--- config.mk ---
export PLATFORM = sky130hd
export DESIGN_NAME = core_dbg_regs
export DESIGN_NICKNAME = d
export VERILOG_FILES = /design/src/rtl/core_dbg_regs.sv
export SDC_FILE = /design/constraint.sdc
export NUM_CORES = 1
export LEC_CHECK = 0
export ABC_AREA = 1
export BUFFER_PORTS_ARGS = -buffer_cell sky130_fd_sc_hd__buf_2
export CORE_MARGIN = 5
export CORE_UTILIZATION = 23
export DETAILED_ROUTE_END_ITERATION = 8
export PLACE_DENSITY = 0.51
export SYNTH_ARGS = -nofsm -noshare
export SYNTH_HDL_FRONTEND = slang
export SYNTH_SLANG_ARGS = --single-unit
--- constraint.sdc ---
create_clock -name clk -period 3.5 [get_ports clk]
set_input_delay 0.175 -clock clk [delete_from_list [all_inputs] [get_ports clk]]
set_output_delay 0.175 -clock clk [all_outputs]
set_load 0.05 [all_outputs]
--- src/rtl/core_dbg_regs.sv ---
// Core-side responder for the debug register map.
// Host side: one outstanding access at a time. A request transfers when
// req_valid && req_ready; the response transfers when rsp_valid && rsp_ready,
// and rsp_rdata/rsp_err stay stable while rsp_valid waits for rsp_ready.
// Core side: drives halt/resume/step, injects ITR0-ITR3 through a
// valid/ready port (itr_valid held until itr_ready), waits for itr_done per
// slot, and holds the 64-bit DTR shared between host and core.
module core_dbg_regs #(
    parameter int DBG_ADDR_WIDTH = 4,
    parameter int DBG_DATA_WIDTH = 32,
    parameter int INSN_WIDTH     = 32,
    parameter int REG_WIDTH      = 64
) (
    input  logic                      clk,
    input  logic                      rst_n,
    input  logic                      req_valid,
    output logic                      req_ready,
    input  logic                      req_write,
    input  logic [DBG_ADDR_WIDTH-1:0] req_addr,
    input  logic [DBG_DATA_WIDTH-1:0] req_wdata,
    output logic                      rsp_valid,
    input  logic                      rsp_ready,
    output logic [DBG_DATA_WIDTH-1:0] rsp_rdata,
    output logic                      rsp_err,
    output logic                      dbg_en,
    output logic                      halt_req,
    output logic                      resume_req,
    output logic                      step_req,
    input  logic                      core_halted,
    output logic                      itr_valid,
    input  logic                      itr_ready,
    output logic [INSN_WIDTH-1:0]     itr_insn,
    input  logic                      itr_done,
    input  logic                      itr_exc,
    input  logic                      dtr_core_we,
    input  logic [REG_WIDTH-1:0]      dtr_core_wdata,
    output logic [REG_WIDTH-1:0]      dtr_rdata
);

    localparam int HALF = REG_WIDTH / 2;

    localparam logic [DBG_ADDR_WIDTH-1:0] A_DBGSC    = DBG_ADDR_WIDTH'(0);
    localparam logic [DBG_ADDR_WIDTH-1:0] A_DRUNCTRL = DBG_ADDR_WIDTH'(1);
    localparam logic [DBG_ADDR_WIDTH-1:0] A_ITR0     = DBG_ADDR_WIDTH'(2);
    localparam logic [DBG_ADDR_WIDTH-1:0] A_ITR1     = DBG_ADDR_WIDTH'(3);
    localparam logic [DBG_ADDR_WIDTH-1:0] A_ITR2     = DBG_ADDR_WIDTH'(4);
    localparam logic [DBG_ADDR_WIDTH-1:0] A_ITR3     = DBG_ADDR_WIDTH'(5);
    localparam logic [DBG_ADDR_WIDTH-1:0] A_DTR_HI   = DBG_ADDR_WIDTH'(6);
    localparam logic [DBG_ADDR_WIDTH-1:0] A_DTR_LO   = DBG_ADDR_WIDTH'(7);

    typedef enum logic [1:0] {IDLE, RESP, ITR_ISSUE, ITR_WAIT} state_t;

    state_t                    state, state_nxt;
    logic [1:0]                idx_q, idx_nxt;
    logic [1:0]                first_slot, next_slot;
    logic [INSN_WIDTH-1:0]     itr_q [4];
    logic [REG_WIDTH-1:0]      dtr_q;
    logic                      accept;
    logic                      in_range;
    logic                      run_ok;
    logic                      load_rsp;
    logic [DBG_DATA_WIDTH-1:0] rdata_nxt;
    logic                      err_nxt;

    assign accept    = req_valid && req_ready;
    assign in_range  = (req_addr <= A_DTR_LO);
    assign run_ok    = dbg_en && core_halted;
    assign rsp_valid = (state == RESP);
    assign itr_valid = (state == ITR_ISSUE);
    assign itr_insn  = (state == ITR_ISSUE) ? itr_q[idx_q] : '0;
    assign dtr_rdata = dtr_q;

    // Slot search: lowest nonzero ITR0-ITR2 overall, and the next one after idx_q; ITR3 is the fallback.
    always_comb begin
        first_slot = 2'd3;
        next_slot  = 2'd3;
        for (int n = 2; n >= 0; n--) begin
            if (itr_q[n] != '0) begin
                first_slot = 2'(n);
                if (n > int'(idx_q)) begin
                    next_slot = 2'(n);
                end
            end
        end
    end

    // FSM state register plus the registered response and ready.
    always_ff @(posedge clk or negedge rst_n) begin
        if (!rst_n) begin
            state     <= IDLE;
            idx_q     <= 2'd0;
            req_ready <= 1'b0;
            rsp_rdata <= '0;
            rsp_err   <= 1'b0;
        end else begin
            state     <= state_nxt;
            idx_q     <= idx_nxt;
            req_ready <= (state_nxt == IDLE);
            if (load_rsp) begin
                rsp_rdata <= rdata_nxt;
                rsp_err   <= err_nxt;
            end
        end
    end

    // FSM next state and response contents.
    always_comb begin
        state_nxt = state;
        idx_nxt   = idx_q;
        load_rsp  = 1'b0;
        rdata_nxt = '0;
        err_nxt   = 1'b0;
        case (state)
            IDLE: begin
                if (accept) begin
                    load_rsp  = 1'b1;
                    state_nxt = RESP;
                    if (!in_range) begin
                        err_nxt = 1'b1;
                    end else if (!req_write) begin
                        if (req_addr == A_DTR_HI) begin
                            rdata_nxt = dtr_q[REG_WIDTH-1:HALF];
                        end else if (req_addr == A_DTR_LO) begin
                            rdata_nxt = dtr_q[HALF-1:0];
                        end else begin
                            err_nxt = 1'b1;
                        end
                    end else if (req_addr == A_DRUNCTRL) begin
                        // Resume/step without a halted, enabled core is an error; halt always wins.
                        if (!req_wdata[0] && (req_wdata[1] || req_wdata[2]) && !run_ok) begin
                            err_nxt = 1'b1;
                        end
                    end else if (req_addr == A_ITR3) begin
                        if (!run_ok) begin
                            err_nxt = 1'b1;
                        end else begin
                            state_nxt = ITR_ISSUE;
                            idx_nxt   = first_slot;
                        end
                    end
                end
            end
            RESP: begin
                if (rsp_ready) begin
                    state_nxt = IDLE;
                end
            end
            ITR_ISSUE: begin
                if (itr_ready) begin
                    state_nxt = ITR_WAIT;
                end
            end
            ITR_WAIT: begin
                if (itr_done) begin
                    if (itr_exc) begin
                        load_rsp  = 1'b1;
                        err_nxt   = 1'b1;
                        state_nxt = RESP;
                    end else if (idx_q == 2'd3) begin
                        load_rsp  = 1'b1;
                        state_nxt = RESP;
                    end else begin
                        idx_nxt   = next_slot;
                        state_nxt = ITR_ISSUE;
                    end
                end
            end
            default: state_nxt = IDLE;
        endcase
    end

    // Register side effects of host writes, run-control requests and core DTR writes.
    always_ff @(posedge clk or negedge rst_n) begin
        if (!rst_n) begin
            dbg_en     <= 1'b0;
            halt_req   <= 1'b0;
            resume_req <= 1'b0;
            step_req   <= 1'b0;
            dtr_q      <= '0;
            for (int n = 0; n < 4; n++) begin
                itr_q[n] <= '0;
            end
        end else begin
            resume_req <= 1'b0;
            step_req   <= 1'b0;
            if (halt_req && core_halted) begin
                halt_req <= 1'b0;
            end
            if (dtr_core_we) begin
                dtr_q <= dtr_core_wdata;
            end
            if (accept && req_write) begin
                case (req_addr)
                    A_DBGSC:    dbg_en <= req_wdata[0];
                    A_DRUNCTRL: begin
                        if (req_wdata[0]) begin
                            halt_req <= 1'b1;
                        end else if (run_ok) begin
                            if (req_wdata[2]) begin
                                step_req <= 1'b1;
                            end else if (req_wdata[1]) begin
                                resume_req <= 1'b1;
                            end
                        end
                    end
                    A_ITR0:     itr_q[0] <= req_wdata;
                    A_ITR1:     itr_q[1] <= req_wdata;
                    A_ITR2:     itr_q[2] <= req_wdata;
                    A_ITR3:     itr_q[3] <= req_wdata;
                    // Core write on the same edge takes the whole register; host half is dropped.
                    A_DTR_HI: begin
                        if (!dtr_core_we) begin
                            dtr_q[REG_WIDTH-1:HALF] <= req_wdata;
                        end
                    end
                    A_DTR_LO: begin
                        if (!dtr_core_we) begin
                            dtr_q[HALF-1:0] <= req_wdata;
                        end
                    end
                    default: ;
                endcase
            end
        end
    end

endmodule
==> qor.yml, run 1 <==
synthXorXnorAreaFrac: 0
crit_path_start_kind: "flop"
core_um2: 47800
syn_area_um2: 11200
htreeDepth: 1
first_pass_iters: 6
ys_top_cells_by_area: "dfrtp_1 52%, nand2_1 11%, o21ai_0 6.8%"
cts-root-buf: "clkbuf_16"
dp_hpwl_mm: 30.2
initial_core_util: 0.233
synthSimpleGateAreaFrac: 0.162
synth-edff-count: 0
synth_nets: 1459
post-place-cells: 2139
avgViaCountPerCell: 4.61
yosysTopAreaCellShare: 0.525
ios: 246
fin_setup_tns_ns: 0
yosysMostFrequentCell: "nand2_1"
preCtsSetupSlack_ns: 1.17
gp_congestion: 0.816
min_period_over_period: 0.813
dr_total_vias: 10600
drt-initial-drc-count: 712
relSlewSlack: 0.469
power.leakage_nw: 7.06
ys_ff_latch: 234
final_antenna_net_count: 0
crit_slowest_cell: "dfrtp_1"
crit_family: "buffers and inverters"
worst-setup-path-type: "reg2out"
fin_cells: 2294
seq_area_frac_synth: 0.525
netlist_instances: 1345
async_reset_ff_frac: 1.00
synth_common_cells: "319 x nand2_1, 234 x dfrtp_1, 164 x inv_1"
cts_tree: "done"
final_net_count: 1772
status: "finished clean"
port_buffers: 245
cts_buffers: 29
p_total_mw: 8.95
num_rows: 80
power_density_nw_per_um2: 602
critPathBufInv: 3
antenna_found_initial: 9
final-hold-violation-count: 0
overflow: 0
worst_pin_slew_ns: 0.797
slew_viol_final: 0
grt_pass1_wl_mm: 66.4
vdd_drop_max_mv: 0.332
insertion_delay_ns: 0.56
end_kind: "output pin"
cp_max_fo: 50
wirelength_mm: 43.0
drcViolationCount: 0
hold_path_class: "in2reg"
grt_usage: 0.159
drv_cap: 0
post_cts_buffers: 0
whs_ns: 0.0334
wire_per_inst_um: 18.8
cpMostUsedCell: "a21oi_1"
synth_largest_area_cell: "dfrtp_1"
synth_ff_type: "dfrtp_1"
die_h_um: 230
cts.reportedPaths.clkPinSlew_ns: 0.06
clock_sinks: 234
die_width_um: 230
ys_types: 32
cts_buffer_depth: 3
dieArea_um2: 53000
synthAdderAreaFrac: 0.00448
grt_pass1_vias: 11000
path_cells: "clkinv_1 -> buf_4 -> a21oi_1 -> o21ai_0 -> a21oi_1 -> buf_2"
required_ns: 3.32
rsz0062_at_grt: "no"
synth_top_family_by_area: "compound AO/OA/AOI/OAI gates"
synth_compound_gate_area_share: 0.213
slowest_delay_ns: 0.48
area.growth.synth_to_final_pct: 33.2
finClkSkew_ns: 0.00784
setup_viol: 0
fmax_mhz: 352
drive_above_1_share: 0.192
num-fill-cells: 5147
avgSynthCellArea_um2: 8.30
critPathArrivalTime_ns: 2.67
ys_warn_count: 0
muxShareOfSynthArea: 0
worst_slack_ns: 0.655
grt_max_degree: 99
finalCriticalPeriod_ns: 2.84
==> stage by stage <==
step	instance area [um2]	util
3_3_place_gp	13000	0.271
4_1_cts	14900	0.311
3_5_place_dp	13000	0.271
2_1_floorplan	11200	-
6_report	14900	0.311
5_1_grt	14900	0.311
==> state kept, by name, summed over array words and instances (netlist names), 2 cells and up <==
register   cells
itr_q        128
dtr_rdata     64
rsp_rdata     32
idx_q          2
state          2
==> worst paths after layout <==
kind / from / to / slack, ns / cells after the start
max: idx_q[0] / itr_insn[3] / 0.66 / 6
min: req_wdata[10] / itr_q[74] / 0.03 / 3
max reg2reg: req_ready / dtr_rdata[26] / 0.77 / 8
min reg2reg: itr_q[126] / itr_q[126] / 0.48 / 2
max in group asynchronous: rst_n / dtr_rdata[9] / 2.35 / 3
min in group asynchronous: rst_n / itr_q[108] / 0.27 / 2
==> worst register-to-register path, cell delays in order (launching register included) <==
cell           delay, ns
dfrtp_1             0.33
nand2_1             0.13
nor2_4              0.47
buf_4               0.29
nand2_1             0.09
nand2_1             0.06
buf_4               0.45
o221ai_1            0.20
dlygate4sd3_1       0.60
==> placed cells by master (no fill, tap or decap), types with 3 or more instances in the layout <==
cell / Yosys / routed
nor2_4: 2 / 3
dfrtp_1: 234 / 234
inv_1: 164 / 164
nand3_1: 37 / 36
a21oi_1: 70 / 70
o22ai_1: 32 / 32
diode_2: 0 / 5
o211ai_1: 18 / 18
nand2_1: 319 / 317
clkbuf_8: 0 / 7
buf_4: 7 / 15
nand4_1: 10 / 10
clkbuf_16: 0 / 29
nor2_2: 3 / 3
o21ai_0: 152 / 152
inv_2: 6 / 6
a22oi_1: 32 / 32
nand2_2: 1 / 3
clkbuf_1: 44 / 9
o21ai_1: 54 / 54
buf_2: 24 / 244
nor2_1: 66 / 65
ha_1: 4 / 4
o221ai_1: 46 / 46
buf_12: 0 / 4
dlygate4sd3_1: 0 / 103
==> repair_timing <==
item | 4_1_cts | 5_1_grt
hold buffers | 103 | 0
gates resized for setup | 0 | 0
hold endpoints to repair | 246 | 0
==> kinds of logic (layout without fill, tap and decap cells) <==
logic type,Yosys count,after routing
DFF,234,234
buffers and inverters,256,585
AOI/OAI and AO/OA,406,406
adders and majority gates,4,4
and+or+nand+nor,445,445
other,0,5
==> power by group <==
| group | leakage, nW | internal, mW | switching (mW) |
|---|---|---|---|
| logic | 3.56 | 0.802 | 1.79 |
| clock network | 0.427 | 1.65 | 1.15 |
| registers | 3.07 | 3.21 | 0.344 |
==> final cells by class <==
type                    count  area, um2  share of cell area
flip-flops and latches    234       5860               0.394
clock buffers              45        856              0.0576
inverters                 171        642              0.0432
multi-input cells         855       4260               0.287
diodes                      5       12.5            0.000841
clock inverters             2       13.8            0.000926
well taps                 615        769              0.0518
repair buffers            367       2460               0.165
==> metal layers <==
layer	global-route usage	vias up	wire length, um
met5	0	-	42
met1	0.223	5028	19900
met2	0.244	340	18900
met3	0.0402	75	2940
li1	-	5116	-
met4	0.0446	8	1180
(Power assumes the default switching activity.)
==> run 2, diff against run 1 <==
Settings changed: PLACE_DENSITY 0.51 to 0.53.
Clock period 3.5 ns to 2.4 ns, I/O delays scaled along.
==> qor.yml, run 2 (same netlist as run 1, synthesis figures left out) <==
finalCriticalPeriod_ns: 2.28
slowest_delay_ns: 0.43  # -0.05 ns
fmax_mhz: 439
worst-setup-path-type: "reg2out"
setup_viol: 0  # unchanged
fin_setup_tns_ns: 0  # unchanged
first_pass_iters: 5  # -1
port_buffers: 245  # unchanged
wirelength_mm: 42.8  # -0.58%
cts.reportedPaths.clkPinSlew_ns: 0.06  # about the same
htreeDepth: 1  # unchanged
dr_total_vias: 10800  # +2.0%
num_rows: 80  # unchanged
critPathArrivalTime_ns: 2.16  # -0.51 ns
dieArea_um2: 53000  # unchanged
required_ns: 2.28  # -1.04 ns
insertion_delay_ns: 0.56  # about the same
cp_max_fo: 48  # -4.0%
crit_path_start_kind: "flop"
final_net_count: 1807  # +2.0%
relSlewSlack: 0.476  # +0.00689
cts_tree: "done"
p_seq_frac: 0.376  # -0.021
rsz0062_at_grt: "no"
power.leakage_nw: 7.38  # +4.6%
overflow: 0  # unchanged
min_period_over_period: 0.950
status: "finished clean"
swShare: 0.362  # -0.00519
path_cells: "clkinv_1 -> buf_12 -> a21oi_1 -> o21ai_0 -> buf_4 -> a21oi_2 -> buf_12"
cts_buffer_depth: 3  # unchanged
cts_buffers: 28  # -3.4%
p_switching_mw: 4.99  # +51%
intPower_mw: 8.77  # +55%
vdd_drop_max_mv: 0.527  # +58%
layout_commonest_cell: "nand2_1"
num-fill-cells: 5070  # -1.5%
drv_cap: 0  # unchanged
final-hold-violation-count: 0  # unchanged
cpMostUsedCell: "buf_12"
grt_pass1_wl_mm: 66.0  # -0.61%
dp_hpwl_mm: 30.5  # +1.0%
final_antenna_net_count: 0  # unchanged
drive_above_1_share: 0.215  # +0.0225
grt_usage: 0.157  # -0.00187
gp_congestion: 0.850  # +4.1%
avgViaCountPerCell: 4.63  # +0.45%
wire_per_inst_um: 18.4  # -2.1%
die_width_um: 230  # unchanged
clock_sinks: 234  # unchanged
cts-root-buf: "clkbuf_16"
power_density_nw_per_um2: 872  # +45%
die_h_um: 230  # unchanged
largest_reg_flops: 128  # unchanged
pwr-share-comb: 0.301  # +0.011
critPathBufInv: 4  # +1
antenna_found_initial: 4  # -5
final_cell_mix: "317 x nand2_1, 233 x dfrtp_1, 219 x buf_2"
crit_slowest_cell: "dfrtp_2"
area.growth.synth_to_final_pct: 41.4
finClkSkew_ns: 0.0337  # +0.0259 ns
end_kind: "output pin"
drcViolationCount: 0  # unchanged
p_total_mw: 13.8  # +54%
grt_max_degree: 71  # -28%
crit_family: "buffers and inverters"
initial_core_util: 0.233  # unchanged
clockPowerShare: 0.322  # +0.009
slew_viol_final: 0  # unchanged
drt-initial-drc-count: 621  # -13%
ios: 246  # unchanged
hold_path_class: "in2reg"
grt_pass1_vias: 11000  # -0.073%
worst_pin_slew_ns: 0.786  # -0.0103 ns
core_um2: 47800  # unchanged
post_cts_buffers: 0  # unchanged
top_register: "itr_q"
## run 2: cell count changes in the layout (fill, tap and decap cells not counted), sizes merged
cell	delta
dlygate4sd3	+20
buf	+15
clkbuf	-7
clkinv	+7
bufinv	+3
diode	-3
inv	+1
## run 2: area by class of cell
cell class / instances / area [um2] / share of cell area
Antenna cell: 2 / 5.00 / 0.000317
Clock buffer: 37 / 805 / 0.0510
Clock inverter: 13 / 161 / 0.0102
Inverter: 171 / 644 / 0.0408
Multi-Input combinational cell: 855 / 4330 / 0.274
Sequential cell: 234 / 5860 / 0.371
Tap cell: 615 / 769 / 0.0488
Timing Repair Buffer: 403 / 3210 / 0.203
## run 2: final timing paths
path                       slack, ns           from  cells after the start             to
max in group asynchronous       1.43          rst_n                      3  dtr_rdata[63]
max                             0.12       idx_q[0]                      7    itr_insn[0]
max reg2reg                     0.23      req_ready                      7  dtr_rdata[59]
min reg2reg                     0.48     itr_q[113]                      2     itr_q[113]
min                             0.03  req_wdata[22]                      3      itr_q[22]
min in group asynchronous       0.11          rst_n                      2      itr_q[43]
## run 2: worst register-to-register path, cell delays in order, from the launching register on
cell	delay (ns)
dfrtp_1	0.34
nand2_1	0.13
nor2_4	0.29
nand2_1	0.12
nand2_1	0.09
buf_4	0.32
o221ai_1	0.19
dlygate4sd3_1	0.59
## run 2: power by group through the flow
| stage | Combinational (mW) | Clock [mW] | Sequential, mW |
|---|---|---|---|
| 2_1_floorplan | 2.14 | 0 | 5.58 |
| 3_3_place_gp | 3.91 | 0 | 5.21 |
| 3_5_place_dp | 3.95 | 0 | 5.23 |
| 4_1_cts | 4.15 | 4.56 | 5.17 |
| 5_1_grt | 4.61 | 4.70 | 5.27 |
| 6_report | 4.15 | 4.44 | 5.17 |
## run 2: per-layer routing
layer  share of wire  vias to the layer above  global-route usage
met4           0.029                        4              0.0463
li1                -                     5181                   -
met2            0.45                      347               0.248
met3           0.063                       80              0.0336
met1            0.45                     5169               0.217
met5         0.00063                        -                   0
## run 2: what timing repair did
| item | in CTS | in global routing |
|---|---|---|
| hold buffers | 123 | 0 |
| endpoints found under the setup margin | 20 | 23 |
| gates resized for setup | 7 | 16 |
| endpoints found under the hold margin | 274 | 0 |
| gates cloned | 0 | 0 |
## run 2: metrics by stage
stage / hold slack (ns) / setup slack (ns) / util / cell area (um2) / instances
floorplan: -0.176 / 0.105 / - / 11200 / 1345
global placement: 0.128 / 0.475 / 0.282 / 13500 / 2155
detailed placement: 0.132 / 0.432 / 0.282 / 13500 / 2155
CTS: 0.00289 / 0.0184 / 0.329 / 15700 / 2328
global route: 0.0446 / 0.00382 / 0.330 / 15800 / 2328
finish: 0.0257 / 0.121 / 0.330 / 15800 / 2330
==> run 3, diff against run 2 <==
Settings changed: PLACE_DENSITY 0.53 to not set, PLACE_DENSITY_LB_ADDON set to 0.1.
==> qor.yml, run 3 (same netlist as run 1, synthesis figures left out) <==
status: "finished clean"
avgViaCountPerCell: 4.55  # -1.6%
end_kind: "output pin"
critPathArrivalTime_ns: 2.18  # +0.02 ns
power.leakage_nw: 7.35  # -0.36%
finalCriticalPeriod_ns: 2.30  # +0.0229 ns
path_cells: "inv_1 -> ha_1 -> inv_1 -> buf_12 -> a21oi_1 -> buf_12"
final-hold-violation-count: 0  # unchanged
worst-setup-path-type: "reg2out"
ios: 246  # unchanged
crit_family: "buffers and inverters"
drv_cap: 0  # unchanged
cts_buffer_depth: 3  # unchanged
wire_per_inst_um: 18.9  # +3.1%
slowest_delay_ns: 0.42  # about the same
drt-initial-drc-count: 527  # -15%
required_ns: 2.28  # about the same
seq_area_um2: 5860  # unchanged
timing.rr.start: "req_ready"
preCtsSetupSlack_ns: 0.450  # +0.0187 ns
initial_core_util: 0.233  # unchanged
largest_reg_flops: 128  # unchanged
grt_max_degree: 71  # unchanged
clock_sinks: 234  # unchanged
hold-path-endpoint: "dbg_en"
dr_total_vias: 10600  # -1.5%
drcViolationCount: 0  # unchanged
cts.reportedPaths.clkPinSlew_ns: 0.06  # about the same
final_cell_mix: "317 x nand2_1, 233 x dfrtp_1, 221 x buf_2"
grt_pass1_wl_mm: 68.2  # +3.4%
wirelength_mm: 44.2  # +3.3%
post_cts_buffers: 0  # unchanged
reg2reg_depth: 7  # unchanged
top_register: "itr_q"
r2r_slack_ns: 0.23  # about the same
core_um2: 47800  # unchanged
antenna_found_initial: 5  # +1
cp-startpoint: "state[0]"
gp_congestion: 0.767  # -9.8%
num_rows: 80  # unchanged
hold_path_class: "in2reg"
hold_depth: 4  # +1
whs_ns: 0.0612  # +0.0356 ns
die_h_um: 230  # unchanged
grt_pass1_vias: 11100  # +0.82%
num-fill-cells: 5099  # +0.57%
finClkSkew_ns: 0.00894  # -0.0248 ns
vdd_drop_max_mv: 0.520  # -1.3%
cts_tree: "done"
min_period_over_period: 0.959  # +0.00955
setup_viol: 0  # unchanged
layout_commonest_cell: "nand2_1"
first_pass_iters: 6  # +1
insertion_delay_ns: 0.56  # about the same
grt_usage: 0.163  # +0.00597
crit_path_start_kind: "flop"
dieArea_um2: 53000  # unchanged
power_density_nw_per_um2: 871  # -0.12%
drive_above_1_share: 0.206  # -0.00888
min-delay-start: "req_addr[0]"
port_buffers: 245  # unchanged
worst_slack_ns: 0.0978  # -0.0229 ns
fmax_mhz: 434  # -1.0%
cts_buffers: 29  # +3.6%
final_antenna_net_count: 0  # unchanged
die_width_um: 230  # unchanged
rr_endpoint: "dtr_rdata[59]"
dp_hpwl_mm: 30.9  # +1.4%
area.growth.synth_to_final_pct: 40.2
final_net_count: 1805  # -0.11%
overflow: 0  # unchanged
slew_viol_final: 0  # unchanged
worst_pin_slew_ns: 0.812  # +0.0261 ns
fin_setup_tns_ns: 0  # unchanged
critPathBufInv: 4  # unchanged
relSlewSlack: 0.458  # -0.0174
multi_input_comb_area_um2: 4280  # -1.2%
fin_util: 0.327  # -0.00288
crit_slowest_cell: "dfrtp_1"
rsz0062_at_grt: "no"
htreeDepth: 1  # unchanged
p_total_mw: 13.6  # -0.99%
cp_max_fo: 33  # -31%
cts-root-buf: "clkbuf_16"
==> run 3: cell count changes in the layout (fill, tap and decap cells not counted), sizes merged <==
cell / before / now
buf: 279 / 274
clkinv: 9 / 14
bufinv: 3 / 1
clkbuf: 38 / 40
diode: 2 / 4
dlygate4sd3: 123 / 125
inv: 172 / 171
==> run 3: stage by stage <==
stage	cells	instance area [um2]
6_report	2333	15600
5_1_grt	2332	15600
4_1_cts	2329	15600
2_1_floorplan	1345	11200
3_5_place_dp	2150	13400
3_3_place_gp	2150	13400
==> run 3: tightest hold or removal path, cell delays in order <==
cell,delay (ns)
buf_2,0.16
nor2_1,0.10
nand3_1,0.11
o21ai_0,0.08
==> run 3: cell type report <==
class | instances | share of cell area
flip-flops and latches | 234 | 0.374
multi-input cells | 855 | 0.274
repair buffers | 400 | 0.200
clock buffers | 39 | 0.0539
well taps | 615 | 0.0492
inverters | 171 | 0.0410
clock inverters | 15 | 0.00688
diodes | 4 | 0.000640
==> run 3: report_power, final <==
group / internal, mW / total, mW / switching, mW
sequential: 4.68 / 5.18 / 0.503
combinational: 1.38 / 4.07 / 2.69
clock: 2.56 / 4.37 / 1.81
total: 8.62 / 13.6 / 5.00
==> run 3: worst max-delay path by stage <==
stage               endpoint  cells after the start  slack, ns
2_1_floorplan   itr_insn[10]                      5       0.10
3_3_place_gp    rsp_rdata[4]                     10       0.51
3_5_place_dp    rsp_rdata[4]                     10       0.45
4_1_cts        dtr_rdata[61]                      7       0.03
5_1_grt         itr_insn[30]                      7      0.005
6_report        itr_insn[19]                      6        0.1
==> run 3: repair_timing <==
| item | in CTS | in global routing |
|---|---|---|
| gates resized for setup | 5 | 8 |
| hold buffers | 125 | 0 |
| endpoints found under the setup margin | 11 | 22 |
| endpoints found under the hold margin | 261 | 0 |
==> run 3: per-layer routing <==
layer,part of all wire,wire [um],GRT usage
met4,0.030,1340,0.0499
met5,0.00016,7,0
met3,0.062,2740,0.0360
met1,0.47,20600,0.227
met2,0.44,19400,0.254
